[src/rtl/elastic_stage_reg_pkg.sv]
// Shared pipeline flow types: per-flow NOP payloads
// and the elastic stage register occupancy state.
package pipeline_flow_types;

  localparam logic [31:0] NOP_INSTR = 32'h0000_0013;
  localparam logic [31:0] NOP_EX_MEM_FLOW = 32'h0000_0013;

  typedef enum logic [1:0] {
    EMPTY = 2'd0,
    ONE   = 2'd1,
    TWO   = 2'd2
  } elastic_state_t;

endpackage

[src/rtl/elastic_stage_reg_sat_counter.sv]
// Saturating up-counter with synchronous clear;
// clear wins over increment.
module sat_counter #(
  parameter int CNT_W = 16
) (
  input  logic             clk,
  input  logic             reset,
  input  logic             inc,
  input  logic             clr,
  output logic [CNT_W-1:0] cnt
);

  always_ff @(posedge clk or posedge reset) begin
    if (reset) begin
      cnt <= '0;
    end else if (clr) begin
      cnt <= '0;
    end else if (inc && (cnt != '1)) begin
      cnt <= cnt + CNT_W'(1);
    end
  end

endmodule

[src/rtl/elastic_stage_reg.sv]
// Valid/ready elastic stage register with optional
// two-entry skid buffer, flush and stall counter.
module elastic_stage_reg
  import pipeline_flow_types::*;
#(
  parameter int               WIDTH     = 32,
  parameter logic [WIDTH-1:0] NOP_VALUE = '0,
  parameter int               SKID      = 1,
  parameter int               CNT_W     = 16
) (
  input  logic             clk,
  input  logic             reset,
  input  logic             flush,
  input  logic             in_valid,
  output logic             in_ready,
  input  logic [WIDTH-1:0] in_data,
  output logic             out_valid,
  input  logic             out_ready,
  output logic [WIDTH-1:0] out_data,
  output logic [CNT_W-1:0] stall_cnt,
  input  logic             stall_clr
);

  elastic_state_t   state_q, state_d;
  logic [WIDTH-1:0] main_q, main_d;
  logic [WIDTH-1:0] skid_q, skid_d;
  logic             accept;
  logic             emit;

  assign out_valid = (state_q != EMPTY);
  // The mux guarantees no stale payload leaks out.
  assign out_data  = out_valid ? main_q : NOP_VALUE;

  generate
    if (SKID != 0) begin : g_skid
      assign in_ready = (state_q != TWO);
    end else begin : g_pass
      assign in_ready = (state_q == EMPTY) || out_ready;
    end
  endgenerate

  assign accept = in_valid && in_ready;
  assign emit   = out_valid && out_ready;

  always_comb begin
    state_d = state_q;
    main_d  = main_q;
    skid_d  = skid_q;
    if (flush) begin
      state_d = EMPTY;
      main_d  = NOP_VALUE;
    end else begin
      unique case (state_q)
        EMPTY: begin
          if (accept) begin
            state_d = ONE;
            main_d  = in_data;
          end
        end
        ONE: begin
          if (accept && emit) begin
            main_d = in_data;
          end else if (accept) begin
            state_d = TWO;
            skid_d  = in_data;
          end else if (emit) begin
            state_d = EMPTY;
          end
        end
        TWO: begin
          if (emit) begin
            state_d = ONE;
            main_d  = skid_q;
          end
        end
        default: begin
          state_d = EMPTY;
        end
      endcase
    end
  end

  always_ff @(posedge clk or posedge reset) begin
    if (reset) begin
      state_q <= EMPTY;
      main_q  <= NOP_VALUE;
      skid_q  <= NOP_VALUE;
    end else begin
      state_q <= state_d;
      main_q  <= main_d;
      skid_q  <= skid_d;
    end
  end

  sat_counter #(
    .CNT_W(CNT_W)
  ) u_stall_cnt (
    .clk  (clk),
    .reset(reset),
    .inc  (out_valid && !out_ready),
    .clr  (stall_clr),
    .cnt  (stall_cnt)
  );

endmodule

[config.mk]
export PLATFORM = sky130hd
export DESIGN_NAME = elastic_stage_reg
export DESIGN_NICKNAME = d
export VERILOG_FILES = /design/src/rtl/elastic_stage_reg_pkg.sv /design/src/rtl/elastic_stage_reg_sat_counter.sv /design/src/rtl/elastic_stage_reg.sv
export SDC_FILE = /design/constraint.sdc
export NUM_CORES = 1
export LEC_CHECK = 0
export CAP_MARGIN = 40
export CORE_ASPECT_RATIO = 1.5
export CORE_UTILIZATION = 51
export DETAILED_ROUTE_END_ITERATION = 10
export PLACE_DENSITY = 0.89
export SLEW_MARGIN = 20
export SYNTH_ARGS = -nofsm -noshare
export SYNTH_HDL_FRONTEND = slang
export SYNTH_SLANG_ARGS = --single-unit
[constraint.sdc]
create_clock -name clk -period 2.8 [get_ports clk]
set_input_delay 0.42 -clock clk [delete_from_list [all_inputs] [get_ports clk]]
set_output_delay 0.42 -clock clk [all_outputs]
set_load 0.02 [all_outputs]
==> impl_metrics.yaml <==
floorplan:
  fp.dieW_um: 74.12
  core-area_um2: 7564
  dieHeight_um: 110.2
  core.rowCount: 39
  initial_utilization_pct: 52.61
  floorplan.die_area_um2: 8166
  ios: 88
worst_setup_path:
  cp_slowest_cell: "clkdlybuf4s50_1"
  worstPathArrival_ns: 2.00
  timing.critical_path.to_type: "primary output"
  critPathMaxFanout: 24
  biggest_cell_delay_along_the_critical_path_ns: 0.64
  worst-endpoint-required_ns: 2.38
  start_kind: "flip-flop"
  worst_setup_path_category: "flip-flop to primary output"
  path_cells: "nor2_2 > buf_4 > nor2b_1 > clkdlybuf4s50_1"
clocking:
  number_of_buffers_inserted_to_repair_setup_after_cts: 0
  post_cts_hold_fix_bufs: 0
  cts_max_path_buffers: 2
  worst_skew_pair_later_pin_latency_ns: 0.33
  post_cts_resized: 0
  cts_h_tree_lvls: 3
  tritoncts.num_buffers: 9
  number_of_clock_sinks: 82
  worst_setup_hold_path_clk_slew_ns: 0.06
  ctsRootBufferMaster: "clkbuf_16"
  clock_tree_from_tritoncts: "built"
power_and_ir_drop:
  power.density_nw_per_um2: 570.5
  power_w: 0.002979
  worst_ir_drop_vdd_uv: 436.2
  power.leakage_nw: 2.293
logic_synthesis:
  synthDistinctLibCells: 32
  ys_ff_latch: 82
  postSynthCellCount: 363
  async_reset_ff_share_pct: 100.0
  synth-seq-area-share_pct: 51.57
  syn_avg_cell_area_um2: 10.96
  synth-warning-count: 0
  mappedNetlistArea_um2: 3979
  post_synth_edffs: 0
  synth_flop_cell: "dfrtp_1"
  synth.net_count: 402
placement:
  place.port_buffers: 87
  dp.final_hpwl_um: 6025
  gpl.final_weighted_congestion: 0.8323
global_route:
  first_global_vias: 2964
  wire_length_of_the_first_global_routing_pass_um: 14010
  grt.total_usage_pct: 23.20
  maximum_number_of_pins_on_one_net_before_global_route_repair: 65
  grt_antenna_before_repair: 0
  grt_remaining_overflow: 0
finish:
  area_growth_pct: 31.26
  finalNetCount: 484
  n_antenna_cell: 0
  layout.cells.most_common_list: "clkdlybuf4s50_1 (87), dfrtp_1 (82), o31ai_1 (41), nand2_1 (40), mux2i_1 (34)"
  most_common_cell_after_layout_fill_and_taps_aside: "clkdlybuf4s50_1"
  layout_cell_share_with_drive_strength_beyond_1_pct: 14.29
  n_fill_cell: 582
sta:
  worst-slew-pin-transition_ns: 0.7239
  final_max_slew_viol_count: 0
  skew_ns: 0.004524
  grt_setup_unrepaired: "no"
  final-setup-viol-count: 0
  fin_crit_ns: 2.422
  hold_violations: 0
  setup_tns_ns: 0
  final_min_period_over_clock_period_pct: 86.51
  worst_slew_margin_rel_pct: 51.29
  fmax_ghz: 0.4128
drt:
  drt-vias-per-instance: 5.609
  initial_drt_pass_iterations: 4
  drtIter0Drc: 269
  route.antenna.remaining_nets: 0
  num_vias: 3085
  drc_errors: 0
  route.final.wire_length_um: 8755
  wl_per_cell_um: 15.92
run_status:
  status: "complete, no violations"
job:
  maxCapViolCount: 0
min_path:
  hold_class: "primary input to asynchronous set/reset pin"
-- report_power, final --
group          total [W]  switching [W]  internal (W)
Combinational   0.000479       0.000214      0.000265
Sequential       0.00145      0.0000886       0.00136
Clock            0.00105       0.000437      0.000611
Total            0.00298       0.000740       0.00224
-- cell families (layout without fill, tap and decap cells) --
kind of cell    after synthesis  after routing  share of synthesized area, %
buf+inv                      33            118                         3.333
mux                          67             67                         17.89
fa+ha+maj                     1              1                        0.3144
flops                        82             82                         51.57
simple gates                118            118                         15.72
compound gates               62             62                         11.16
-- synth_stat cells (2+ instances only) --
cell / number / share of area (%)
nor2_1: 7 / 0.66
inv_1: 7 / 0.66
nor3_1: 5 / 0.63
or3_2: 2 / 0.38
clkbuf_1: 18 / 1.7
dfrtp_1: 82 / 52
nor2b_1: 33 / 5.2
o21ai_0: 2 / 0.25
a21oi_1: 13 / 1.6
nand2b_1: 3 / 0.47
mux2i_1: 34 / 8.6
mux2_2: 33 / 9.3
nor4_1: 4 / 0.63
nand4_1: 3 / 0.47
or3_1: 4 / 0.63
buf_2: 7 / 0.88
or4_1: 7 / 1.3
nand2_1: 40 / 3.8
o31ai_1: 41 / 7.7
nand3_1: 6 / 0.75
-- flip-flops by register name (all words and copies together), names as in the netlist --
name,flops
state_q,2
u_stall_cnt.cnt,16
skid_q,32
main_q,32
-- critical path: cells and delay by family, from the launching register on --
family,cells,cell delay [ns]
buffers and inverters,2,0.87
flip-flops,1,0.52
AND/OR/NAND/NOR,2,0.27
-- worst paths after layout --
check | start | endpoint | slack (ns) | cells past startpoint
setup / recovery | state_q[1] | out_data[9] | 0.38 | 4
hold / removal | reset | main_q[24] | 0.44 | 2
setup reg to reg | u_stall_cnt.cnt[0] | u_stall_cnt.cnt[10] | 0.86 | 5
hold reg to reg | main_q[27] | main_q[27] | 0.47 | 2
max in group asynchronous | reset | u_stall_cnt.cnt[6] | 1.71 | 3
min in group clk | main_q[27] | main_q[27] | 0.47 | 2
-- final cells by class --
class                           count  area [µm²]  area share (%)
Inverter                            7       27.53          0.5271
Timing Repair Buffer               97       958.4           18.35
Sequential cell                    82        2052           39.29
Clock buffer                       11       242.7           4.648
Multi-Input combinational cell    248        1797           34.40
Tap cell                          102       127.6           2.444
Clock inverter                      3       17.52          0.3354
-- metrics by stage --
step	cells	util, %	hold WS (ns)	setup WS (ns)	area [µm²]
finish	550	69.05	0.4365	0.3777	5223
global route	550	69.05	0.4865	0.3402	5223
CTS	550	69.05	0.4481	0.3781	5223
detailed placement	536	65.61	0.4579	0.3608	4962
global placement	536	65.61	0.4515	0.4218	4962
floorplan	363	-	0.4407	0.2716	3979
-- routing by layer --
metal / GRT usage, % / share of wire, %
met3: 3.727 / 4.0
met1: 26.84 / 41
met4: 16.07 / 3.8
met2: 38.70 / 52
met5: 0 / 0
Note: power is estimated with default switching activity, not from simulation.
